### config.mk
export PLATFORM = sky130hd
export DESIGN_NAME = dffnq_vpipe
export DESIGN_NICKNAME = d
export VERILOG_FILES = /design/src/rtl/dffnq_vpipe.sv
export SDC_FILE = /design/constraint.sdc
export NUM_CORES = 1
export LEC_CHECK = 0
export CORE_MARGIN = 2
export CORE_UTILIZATION = 48
export DETAILED_ROUTE_END_ITERATION = 10
export GPL_TIMING_DRIVEN = 1
export PLACE_DENSITY = 0.82
export SLEW_MARGIN = 20
export SYNTH_ARGS = -nofsm -noshare
export SYNTH_HDL_FRONTEND = slang
export SYNTH_SLANG_ARGS = --single-unit
### constraint.sdc
create_clock -name CLKN -period 2 [get_ports CLKN]
set_input_delay 0.6 -clock CLKN [delete_from_list [all_inputs] [get_ports CLKN]]
set_output_delay 0.6 -clock CLKN [all_outputs]
set_load 0.005 [all_outputs]
### src/rtl/dffnq_vpipe.sv
// dffnq_vpipe: WIDTH-bit, DEPTH-stage pipeline register clocked on the falling edge
// of CLKN. It has per-stage valid bits, a valid/ready handshake with backpressure,
// bubble collapsing and a registered occupancy count.
module dffnq_vpipe #(
    parameter int unsigned      WIDTH    = 8,
    parameter int unsigned      DEPTH    = 3,
    parameter logic [WIDTH-1:0] RST_DATA = '0
) (
    input  logic                       CLKN,
    input  logic                       RST,
    input  logic [WIDTH-1:0]           D,
    input  logic                       DV,
    output logic                       DR,
    output logic [WIDTH-1:0]           Q,
    output logic                       QV,
    input  logic                       QR,
    output logic [$clog2(DEPTH+1)-1:0] COUNT
);

    localparam int unsigned CW = $clog2(DEPTH + 1);

    logic [WIDTH-1:0] d_q [DEPTH];
    logic [DEPTH-1:0] v_q;
    logic [CW-1:0]    count_q;
    logic [CW-1:0]    count_d;
    logic [DEPTH-1:0] adv;
    logic             up_xfer;
    logic             dn_xfer;

    // Advance chain: a stage may load if it is empty or its successor advances.
    // The running term 'a' keeps the chain free of self-reads on adv.
    always_comb begin
        logic a;
        adv            = '0;
        a              = ~v_q[DEPTH-1] | QR;
        adv[DEPTH-1]   = a;
        for (int i = int'(DEPTH) - 2; i >= 0; i--) begin
            a      = ~v_q[i] | a;
            adv[i] = a;
        end
    end

    assign DR      = adv[0];
    assign Q       = d_q[DEPTH-1];
    assign QV      = v_q[DEPTH-1];
    assign COUNT   = count_q;
    assign up_xfer = DV & adv[0];
    assign dn_xfer = v_q[DEPTH-1] & QR;

    // Occupancy next state: one in and one out on the same edge leaves it unchanged.
    always_comb begin
        count_d = count_q;
        if (up_xfer && !dn_xfer) begin
            count_d = count_q + CW'(1);
        end else if (!up_xfer && dn_xfer) begin
            count_d = count_q - CW'(1);
        end
    end

    // Falling-edge state update; data only loads from a valid source so Q stays
    // quiet while QV=0.
    always_ff @(negedge CLKN) begin
        if (RST) begin
            v_q     <= '0;
            count_q <= '0;
            for (int i = 0; i < int'(DEPTH); i++) begin
                d_q[i] <= RST_DATA;
            end
        end else begin
            count_q <= count_d;
            if (adv[0]) begin
                v_q[0] <= DV;
                if (DV) begin
                    d_q[0] <= D;
                end
            end
            for (int i = 1; i < int'(DEPTH); i++) begin
                if (adv[i]) begin
                    v_q[i] <= v_q[i-1];
                    if (v_q[i-1]) begin
                        d_q[i] <= d_q[i-1];
                    end
                end
            end
        end
    end

endmodule

==> results of run 1 <==
## power groups by stage
stage	clock [mW]	sequential, mW	combinational (mW)
floorplan	0.0903	0.727	0.111
global placement	0.0903	0.726	0.182
detailed placement	0.0903	0.728	0.191
CTS	0.847	0.720	0.220
global route	0.923	0.725	0.249
finish	0.859	0.722	0.236
## worst min path at each step
stage / to / slack, ps / cells past startpoint
final: d_q[0][11]$_SDFFCE_NN0P_ / 560 / 1
after global routing: d_q[0][11]$_SDFFCE_NN0P_ / 570 / 1
after CTS: v_q[0]$_SDFFE_NP0P_ / 490 / 2
after detailed placement: COUNT[1]$_SDFFE_NP0P_ / 510 / 2
after global placement: COUNT[1]$_SDFFE_NP0P_ / 470 / 2
after floorplan: COUNT[1]$_SDFFE_NP0P_ / 480 / 2
## cell usage in the layout, fill, tap and decap left out, types with 3 or more instances in the layout
cell type and n:
edfxtp_1 24, buf_4 13, buf_2 10, nor3b_2 20, nor3b_4 3, inv_1 31
clkdlybuf4s50_1 8, clkbuf_4 5, nor2_1 3, buf_6 10, dfxtp_2 3
## registers in the layout, indices dropped and copies added (netlist names)
register and count:
d_q 24, COUNT 2, v_q 3
## worst max-delay path, cell delays in order, from the launching register on
cell and delay (ps):
dfxtp_2 310, and2b_2 210, buf_6 130, nand3_4 60
buf_6 90
## what timing repair did
item / in CTS / in global routing
cloned: 2 / 0
hold buffers: 0 / 0
pin swaps: 11 / 15
setup buffers: 7 / 6
resized for setup: 69 / 34
endpoints found under the setup margin: 65 / 65
## kinds of logic (layout without fill, tap and decap cells)
| kind of cell | after synthesis | count (layout) | share of synthesized area, % |
|---|---|---|---|
| XOR/XNOR | 2 | 2 | 1.36 |
| buffers and inverters | 16 | 85 | 8.24 |
| adder cells (fa/ha/maj) | 1 | 1 | 0.970 |
| AO/OA/AOI/OAI | 8 | 8 | 4.95 |
| flip-flops | 29 | 29 | 63.6 |
| AND/OR/NAND/NOR | 37 | 37 | 20.9 |
## stage by stage
| stage | TNS (ps) | power, mW | hold WS, ps | worst slack (ps) | area, sq um |
|---|---|---|---|---|---|
| floorplan | -24030 | 0.929 | 476 | -751 | 1380 |
| global placement | -56600 | 0.998 | 468 | -1220 | 1670 |
| detailed placement | -58350 | 1.01 | 507 | -1280 | 1670 |
| CTS | -27100 | 1.79 | 488 | -773 | 1990 |
| global route | -23790 | 1.90 | 572 | -821 | 2080 |
| finish | -23230 | 1.82 | 559 | -789 | 2080 |
## final cells by class
cell class / instances / area [sq um] / share of cell area, %
Sequential cell: 29 / 825 / 39.7
Multi-Input combinational cell: 48 / 576 / 27.7
Timing Repair Buffer: 47 / 424 / 20.4
Clock inverter: 32 / 173 / 8.32
Clock buffer: 5 / 37.5 / 1.81
Tap cell: 30 / 37.5 / 1.81
Inverter: 1 / 3.75 / 0.181
## layer usage
layer  vias up  global-route usage, %  share of wire, %
met1       487                   20.9                38
li1        462                      -                 -
met2        44                   31.0                53
met3         8                   9.53               6.4
met4         0                   16.3               2.0
met5         -                      0                 0
==> flow_metrics.py, run 1 <==
metrics = {
    "run_status": {
        "outcome": "finished, violations left",
        "failed_checks": "negative setup slack",
    },
    "sta": {
        "rsz0062_at_grt": "yes",
        "slew-limit-headroom_pct": 83.4,
        "worst_pin_slew_ps": 249,
        "layout_setup_ws_ps": -789,
        "finalHoldViolations": 0,
        "clock_skew_ps": 54.8,
        "drv_slew": 0,
        "setup_violations": 64,
    },
    "placement": {
        "place_inst": 146,
        "gp_congestion": 0.848,
        "io_buffer_count": 23,
        "dpl.hpwl_um": 1520,
    },
    "global_route": {
        "grt-ovfl-total": 0,
        "grt_pass1_wl_um": 4660,
        "grt_pass1_vias": 1052,
        "grt_usage_pct": 20.2,
        "antenna_found_initial": 0,
        "grt_max_degree": 17,
    },
    "logic_synthesis": {
        "postSynthCellCount": 93,
        "synth_edf_count": 24,
        "synth_seq_area_share_pct": 63.6,
        "synth_area_leaders": "edfxtp_1 56%, nor3b_1 12%, dfxtp_1 7.8%, buf_4 4.7%, nor3b_2 3.9%",
        "synth_ff_type": "edfxtp_1",
        "synth_cell_type_count": 25,
        "yosysMostFrequentCell": "edfxtp_1",
        "synth_area_leader_cell": "edfxtp_1",
        "avgSynthCellArea_sq_um": 13.9,
        "syn-cell-area_sq_um": 1290,
        "syn_nets": 106,
        "yosys.area.top_type_share_pct": 55.9,
        "ys_seq_elements": 29,
        "synthTopCellsByCount": "24 x edfxtp_1, 20 x nor3b_1, 8 x buf_4, 5 x dfxtp_1",
        "async_flop_share_pct": 0,
        "yosys_warnings": 0,
    },
    "final_layout": {
        "diodes": 0,
        "nFillCells": 126,
        "final_cell_count_no_fill": 192,
        "final_layout_size_suffix_gt1_share_pct": 53.7,
        "area_growth_pct": 60.9,
        "fin_util_pct": 82.3,
        "nets": 174,
    },
    "clock_network": {
        "clkLatencyLatePin_ps": 420,
        "clkSinkCount": 29,
        "path_clk_slew_ps": 40,
        "htree_levels": 2,
        "clockBufferDepth": 2,
        "cts-buffers-inserted": 5,
        "cts_tree": "yes",
        "clock-root-buffer": "clkbuf_4",
    },
    "detailed_routing": {
        "first_pass_iters": 4,
        "drc": 0,
        "via_per_inst": 5.21,
        "wl_um": 3230,
        "drt_iter0_drc": 47,
        "ant_nets": 0,
        "wl_per_cell_um": 16.8,
        "vias": 1001,
    },
    "job": {
        "drv_cap": 0,
    },
    "worst_setup_path": {
        "ff2ff_path_depth": 7,
        "reg2reg_to": "COUNT[1]$_SDFFE_NP0P_",
        "cp.arrival_ps": 2190,
        "worst_setup_path_start_kind": "flip-flop",
        "worstSetupEndpoint": "DR",
        "crit_path_end_kind": "output pin",
        "worstPathRequired_ps": 1400,
        "crit_path_start": "v_q[2]$_SDFFE_NP0P_",
        "critPathKind": "reg -> out",
        "r2r_slack_ps": 250,
        "crit_path_max_fanout": 2,
        "r2r_start": "v_q[2]$_SDFFE_NP0P_",
    },
    "floorplanning": {
        "core_area_sq_um": 2520,
        "rows": 18,
        "die_h_um": 55.8,
        "ios": 24,
        "die_w_um": 55.8,
        "start_util_pct": 51.1,
        "die-area_sq_um": 3120,
    },
    "pwr": {
        "pwr-share-seq_pct": 39.7,
        "powerDensity_nw_per_um2": 875,
        "clkPwrFrac_pct": 47.3,
        "power_frac_comb_pct": 13.0,
        "leakagePower_nw": 0.923,
        "p_int_mw": 1.30,
        "p_sw_uw": 520,
        "swShare_pct": 28.6,
        "vdd_ir_drop_max_mv": 0.864,
    },
    "hold_path": {
        "hp-class": "reg -> reg",
        "hold_start": "d_q[0][3]$_SDFFCE_NN0P_",
    },
}
Power figures use the tool's default switching activity.
==> inputs of run 2 (changes only) <==
- GPL_TIMING_DRIVEN: 1 -> not set
==> results of run 2 <==
Final layout, timing and power as in run 1 (identical DEF).
